==> src/rtl/freq_gen.sv <==
// Multi-channel programmable divided-clock and tick generator with run-time divisor reload.
// Define FREQ_GEN_TICK_EN to build the per-channel tick registers; otherwise tick is tied to 0.
module freq_gen #(
  parameter int unsigned CLK_HZ       = 50_000_000,
  parameter int unsigned CH           = 4,
  parameter int unsigned CNT_W        = 26,
  parameter int unsigned DEFAULT_HALF = CLK_HZ / 1000 / 2 - 1
) (
  input  logic                    clk,
  input  logic                    rst_n,
  input  logic                    cfg_valid,
  output logic                    cfg_ready,
  input  logic [$clog2(CH)-1:0]   cfg_ch,
  input  logic [CNT_W-1:0]        cfg_half,
  input  logic                    sync_clr,
  output logic [CH-1:0]           clk_out,
  output logic [CH-1:0]           tick
);

  localparam int unsigned CHW = $clog2(CH);
  localparam logic [CNT_W-1:0] RESET_HALF = CNT_W'(DEFAULT_HALF);

  typedef enum logic {
    IDLE = 1'b0,
    PEND = 1'b1
  } state_e;

  state_e           state_q;
  logic             ready_q;
  logic [CHW-1:0]   ch_q;
  logic [CNT_W-1:0] shadow_q;

  logic [CNT_W-1:0] cnt_q  [CH];
  logic [CNT_W-1:0] half_q [CH];
  logic [CNT_W-1:0] half_d [CH];
  logic [CH-1:0]    clk_out_q;
  logic [CH-1:0]    term;

  logic handshake;
  logic cfgInRange;

  assign handshake  = cfg_valid && ready_q;
  assign cfgInRange = (32'(cfg_ch) < CH);

  // A pending divisor lands on its channel's terminal count (or at once on sync_clr);
  // a handshake coinciding with sync_clr bypasses the shadow and lands immediately.
  always_comb begin
    term = '0;
    for (int i = 0; i < CH; i++) begin
      term[i]   = cnt_q[i] >= half_q[i];
      half_d[i] = half_q[i];
      if (state_q == PEND && ch_q == CHW'(i) && (term[i] || sync_clr))
        half_d[i] = shadow_q;
      else if (sync_clr && handshake && cfgInRange && cfg_ch == CHW'(i))
        half_d[i] = cfg_half;
    end
  end

  // The toggle in the load cycle is decided by the old half_q, so there is no runt pulse.
  always_ff @(posedge clk or negedge rst_n) begin
    if (!rst_n) begin
      for (int i = 0; i < CH; i++) begin
        cnt_q[i]  <= '0;
        half_q[i] <= RESET_HALF;
      end
      clk_out_q <= '0;
    end else begin
      for (int i = 0; i < CH; i++) begin
        half_q[i] <= half_d[i];
        if (sync_clr) begin
          cnt_q[i]     <= '0;
          clk_out_q[i] <= 1'b0;
        end else if (term[i]) begin
          cnt_q[i]     <= '0;
          clk_out_q[i] <= ~clk_out_q[i];
        end else begin
          cnt_q[i] <= cnt_q[i] + CNT_W'(1);
        end
      end
    end
  end

  always_ff @(posedge clk or negedge rst_n) begin
    if (!rst_n) begin
      state_q  <= IDLE;
      ready_q  <= 1'b1;
      ch_q     <= '0;
      shadow_q <= '0;
    end else begin
      case (state_q)
        IDLE: begin
          if (handshake && cfgInRange && !sync_clr) begin
            ch_q     <= cfg_ch;
            shadow_q <= cfg_half;
            state_q  <= PEND;
            ready_q  <= 1'b0;
          end
        end
        PEND: begin
          if (term[ch_q] || sync_clr) begin
            state_q <= IDLE;
            ready_q <= 1'b1;
          end
        end
        default: begin
          state_q <= IDLE;
          ready_q <= 1'b1;
        end
      endcase
    end
  end

  assign cfg_ready = ready_q;
  assign clk_out   = clk_out_q;

`ifdef FREQ_GEN_TICK_EN
  logic [CH-1:0] tick_q;

  // Registered alongside clk_out so the pulse coincides with the first high cycle.
  always_ff @(posedge clk or negedge rst_n) begin
    if (!rst_n)
      tick_q <= '0;
    else if (sync_clr)
      tick_q <= '0;
    else
      tick_q <= term & ~clk_out_q;
  end

  assign tick = tick_q;
`else
  assign tick = '0;
`endif

endmodule
==> config.mk <==
export PLATFORM = sky130hd
export DESIGN_NAME = freq_gen
export DESIGN_NICKNAME = d
export VERILOG_FILES = /design/src/rtl/freq_gen.sv
export SDC_FILE = /design/constraint.sdc
export NUM_CORES = 1
export LEC_CHECK = 0
export ABC_CLOCK_PERIOD_IN_PS = 2700
export CORE_AREA = 2 2 201 203
export DETAILED_ROUTE_END_ITERATION = 10
export DIE_AREA = 0 0 203 205
export PLACE_DENSITY = 0.61
export SLEW_MARGIN = 20
export SYNTH_ARGS = -nofsm -noshare
export SYNTH_HDL_FRONTEND = slang
export SYNTH_SLANG_ARGS = --single-unit
==> constraint.sdc <==
create_clock -name clk -period 2.7 [get_ports clk]
set_input_delay 0.675 -clock clk [delete_from_list [all_inputs] [get_ports clk]]
set_output_delay 0.675 -clock clk [all_outputs]
set_load 0.02 [all_outputs]
=== Yosys cells after proc, flatten, opt, wreduce, memory -nomap -nowiden ===
Cells that the tools add are included.

* Register bits: 242
* Latch bits: 0
* Memory bits (writable): 0
* ROM bits: 0
* Input bits: 32
* Output and inout bits: 9
* Word-level logic and storage cells: 103
* Memories: 0

* Add/sub/neg operators: 4
* $mul: 0
* Div/mod/pow operators: 0
* Magnitude comparators: 5
* Eq/ne operators: 8
* Shift-type cells: 0
* Mux-type cells: 32
* Bitwise gates (word level): 5
* Reductions and logical operators: 33

{| class="wikitable"
|+ Operator list
! cell !! number
|-
| $mux 26 || 16
|-
| $add 26x1->26 const B || 4
|-
| $ge 26x26->1 || 4
|-
| $reduce_bool 2->1 || 8
|-
| $logic_and 1x1->1 || 15
|-
| $mux 1 || 13
|-
| $eq 2x2->1 const B || 4
|-
| $logic_or 1x1->1 || 5
|-
| $not 1->1 || 5
|-
| $eq 2x1->1 const B || 2
|-
| $logic_not 2->1 || 2
|-
| $pmux 1 s2 || 2
|-
| $reduce_and 2->1 || 2
|-
| $lt 2x3->1 const B || 1
|-
| $bmux 1 s2 || 1
|-
| $ne 2x1->1 const B || 1
|-
| $ne 2x2->1 const B || 1
|-
| $logic_not 1->1 || 1
|}

=== Longest topological paths before layout ===
* Word-level depth: 6
* Depth in mapped cells: 11
* Mapped depth without buffers: 9

=== Worst setup path before layout ===
OpenSTA, ideal clock, no wires.

* Path kind: register to register
* Start: register half_q[59] in the netlist's numbering
* End: register half_q[58] in the netlist's numbering
* Library setup time: 125 ps
* Arrival: 2,553 ps
* Required time: 2,575 ps
* Path slack: 22 ps
* Stages on the path, launching flop included: 11
* Buffers on the path: 2
* Clock period less this slack: 2,678 ps
* Cell sequence: dfstp_2 inv_1 ha_1 a211oi_1 o21bai_1 o311a_1 or3b_1 buf_4 nand4_4 buf_6 mux2_4

* Longest elaborated chain between the ends: 4
* Elaborated cells on any way between the ends: 5
* Classes of those cells: order compare (1); mux (1); reduce/logical (3)

{| class="wikitable"
|+ RTL lines
! element !! line !! text
|-
| start, declared || 34 || <nowiki>logic [CNT_W-1:0] half_q [CH];</nowiki>
|-
| start signal, assigned by index || 69 || <nowiki>half_q[i] <= half_d[i];</nowiki>
|-
| $ge 26x26->1 (*) || 50 || <nowiki>term[i] = cnt_q[i] >= half_q[i];</nowiki>
|-
| $logic_or 1x1->1 (*) || 52 || <nowiki>if (state_q == PEND && ch_q == CHW'(i) && (term[i] || sync_clr))</nowiki>
|-
| $logic_and 1x1->1 (*) || 52 ||
|-
| $mux 26 or $reduce_bool 2->1 (tied branches) || - ||
|}

Every way passes the cells marked *; elsewhere a longest branch is shown, timed or not.
A chain may end at the register's enable or synchronous reset.

=== Final worst setup path ===
* Start: register half_q[66] in the netlist's numbering
* End: register half_q[68] in the netlist's numbering

Same word-level chain as after synthesis.

==> metrics.txt <==
1st-iter DRT viols between 600 and 700; PwrDens 452 nW/µm²; final worst setup slack -0.0407 ns; prevailing post-synth register cell dfrtp_1; nets 1,611; #FFs+latches synth 242; die area 41,600 µm²; Clock transition at path regs 0.06 ns; fraction of layout cells with a size suffix above 1 18.3%; final std cells w/o fill 2,017; Total Routing Usage GR between 10% and 20%; Fillers 3,776; number of global-route vias before repair 10,083; # diodes 0; Post-synth EDFFs 0; grt ovf 0; startpoint type of the worst setup path flip-flop; status finished, violations left; pin count of the biggest net entering global routing 68; final count of hold timing violations 0; area of the core 39,400 µm²; chip height 205 µm; crit-path max FO 5; VDD IR max 451 µV; CTS Buf Count 27; initial antenna violation count 0; Starting Density 34.7%; Worst Setup SP half_q[66]$_DFFE_PN1P_; Worst slew margin 59.0%; IO buf count 36; final critical-path share of the clock period 102%; routed wire length 34,700 µm; fmax 365 MHz; fin crit period 2.74 ns; worst min path class input pin to async pin; placed cells 1,951; synthesized area approximately 14,000 µm²; RSZ-0062 raised after global routing true; CTS tree done; Antenna Nets Post-Route 0; P_leak 7.65 nW; MaxCap Viol Count 0; post-route cell area 16,500 µm²; Critical Path RT 3.11 ns; CTS Buffer Depth 3; Unique masters post-synth 55; post-route clock skew 0.0202 ns; worst skew pair latency between 0.5 and 0.6 ns; area delta synth->final 21.1%; Worst Path Arrival 3.15 ns; I/O pins 41; via/cell ratio approximately 5.0; Post-Syn Instances 1,365; Syn Area/Cell roughly 10 µm²; Die Wd 203 µm; root buf cell clkbuf_16; R2R depth 10; failing checks setup timing; share of flip-flops with an asynchronous set or reset 100%; register area share after synthesis 44.7%; post-route setup TNS -0.347 ns; most common cell after layout, fill and taps aside nor2_1; setup violators final 16; Max Slew Vio Count 0; drt first pass iters 5; Via Count 10,133; WL/cell 17.2 µm; gpl congestion about 0.80; # clock sinks 242; Placed Area 15,200 µm²; r2r startpoint half_q[66]$_DFFE_PN1P_; worst-margin pin slew 0.615 ns; YS warnings 0; highest-count cells in the layout ignoring fill and taps nor2_1, dfrtp_1, a21oi_1, inv_1, ha_1; CP Capture Type flip-flop; Setup CP Type flip-flop to flip-flop; Detail Placement HPWL 24,500 µm; number of remaining DRC errors 0; first-pass GRT wire length 54,600 µm; number of H-tree levels 1; # rows 73
## layer usage
metal  GRT usage [%]  routed length, µm  vias up
li1                -                  -     4899
met1            23.4              16900     5021
met2            26.6              15700      168
met3            2.10               1270       45
met4            3.91                765        0
met5               0                  0        -
## path summary, 6_finish.rpt
kind	endpoint	slack [ns]
max	half_q[68]$_DFFE_PN0P_	-0.04
min	cnt_q[99]$_DFF_PN0_	0.09
max reg2reg	half_q[68]$_DFFE_PN0P_	-0.04
min reg2reg	cnt_q[0]$_DFF_PN0_	0.49
max in group asynchronous	half_q[40]$_DFFE_PN1P_	1.85
min in group clk	cnt_q[0]$_DFF_PN0_	0.49
## stage by stage
step	util, %	worst slack (ns)	hold slack (ns)	power (mW)
6_report	42.0	-0.0407	0.0860	7.47
5_1_grt	42.0	-0.127	0.130	7.72
4_1_cts	41.0	0.0163	0.108	7.55
3_5_place_dp	38.7	-0.0924	0.486	3.94
3_3_place_gp	38.7	-0.0350	0.477	3.94
2_1_floorplan	-	0.0216	0.379	3.73
## cells in the mapped netlist (2+ instances only)
cell type | instances | share of area [%]
o31ai_2 | 2 | 0.18
dfrtp_1 | 209 | 38
a21o_1 | 2 | 0.11
nor4_1 | 3 | 0.14
o311a_1 | 2 | 0.15
nor2b_1 | 3 | 0.14
nand4_1 | 42 | 1.9
and4_1 | 8 | 0.51
nor3_1 | 13 | 0.48
clkbuf_1 | 31 | 0.85
xnor2_1 | 32 | 2.1
buf_2 | 6 | 0.22
nand3_1 | 46 | 1.7
nand2_1 | 54 | 1.5
o31ai_1 | 2 | 0.11
nand2b_1 | 6 | 0.28
o21bai_1 | 4 | 0.22
a221oi_1 | 2 | 0.13
or3_1 | 3 | 0.14
mux2_4 | 20 | 2.2
and2_1 | 3 | 0.14
nor3b_1 | 5 | 0.28
inv_1 | 112 | 3.1
buf_6 | 2 | 0.17
and3_1 | 21 | 0.96
buf_4 | 5 | 0.28
a21oi_1 | 120 | 4.4
mux2i_1 | 78 | 5.7
nor2_1 | 217 | 6.0
a211oi_1 | 6 | 0.33
o21ai_0 | 19 | 0.70
ha_1 | 108 | 9.9
mux2_2 | 59 | 4.9
xor2_1 | 67 | 4.3
dfstp_2 | 33 | 6.4
## power breakdown
part | switching [mW] | internal [mW]
registers | 0.00393 | 3.63
clock network | 1.52 | 2.08
logic | 0.154 | 0.0748
total | 1.68 | 5.79
## cell families (layout without fill, tap and decap cells)
| logic type | count (synthesis) | in the layout | share of synthesized area, % |
|---|---|---|---|
| buf+inv | 159 | 283 | 4.68 |
| flops | 242 | 242 | 44.7 |
| fa+ha+maj | 108 | 108 | 9.90 |
| xor+xnor | 99 | 99 | 6.35 |
| mux | 157 | 157 | 12.8 |
| compound gates | 170 | 170 | 7.03 |
| other cells | 1 | 4 | 0.0275 |
| simple gates | 429 | 429 | 14.5 |
## what timing repair did
action	in CTS	in global routing
buffers inserted	2	8
hold buffers	0	0
hold endpoints to repair	0	0
pin swaps	2	18
endpoints found under the setup margin	25	100
cloned	0	6
gates resized for setup	4	35
## worst max-delay path: stages, from the launching register on
cell and delay (ns):
dfstp_2 0.53, inv_2 0.05, ha_4 0.25, nand4_1 0.14, nor4_4 0.37, a221oi_2 0.09
and3_1 0.20, or3b_4 0.26, nand4_4 0.19, clkbuf_16 0.25, mux2_4 0.29
## flip-flops by register name (all words and copies together), names as in the netlist
register   cells
cnt_q        104
half_q       104
shadow_q      26
clk_out        4
ch_q           2
cfg_ready      1
state_q        1
## cell type report
cell class	count	area, µm²	area share (%)
Tap cell	525	657	3.98
Clock inverter	8	75.1	0.454
Inverter	113	424	2.57
Timing Repair Buffer	120	1340	8.12
Clock buffer	42	782	4.73
Multi-Input combinational cell	967	7150	43.3
Sequential cell	242	6100	36.9
Power figures use the tool's default switching activity.
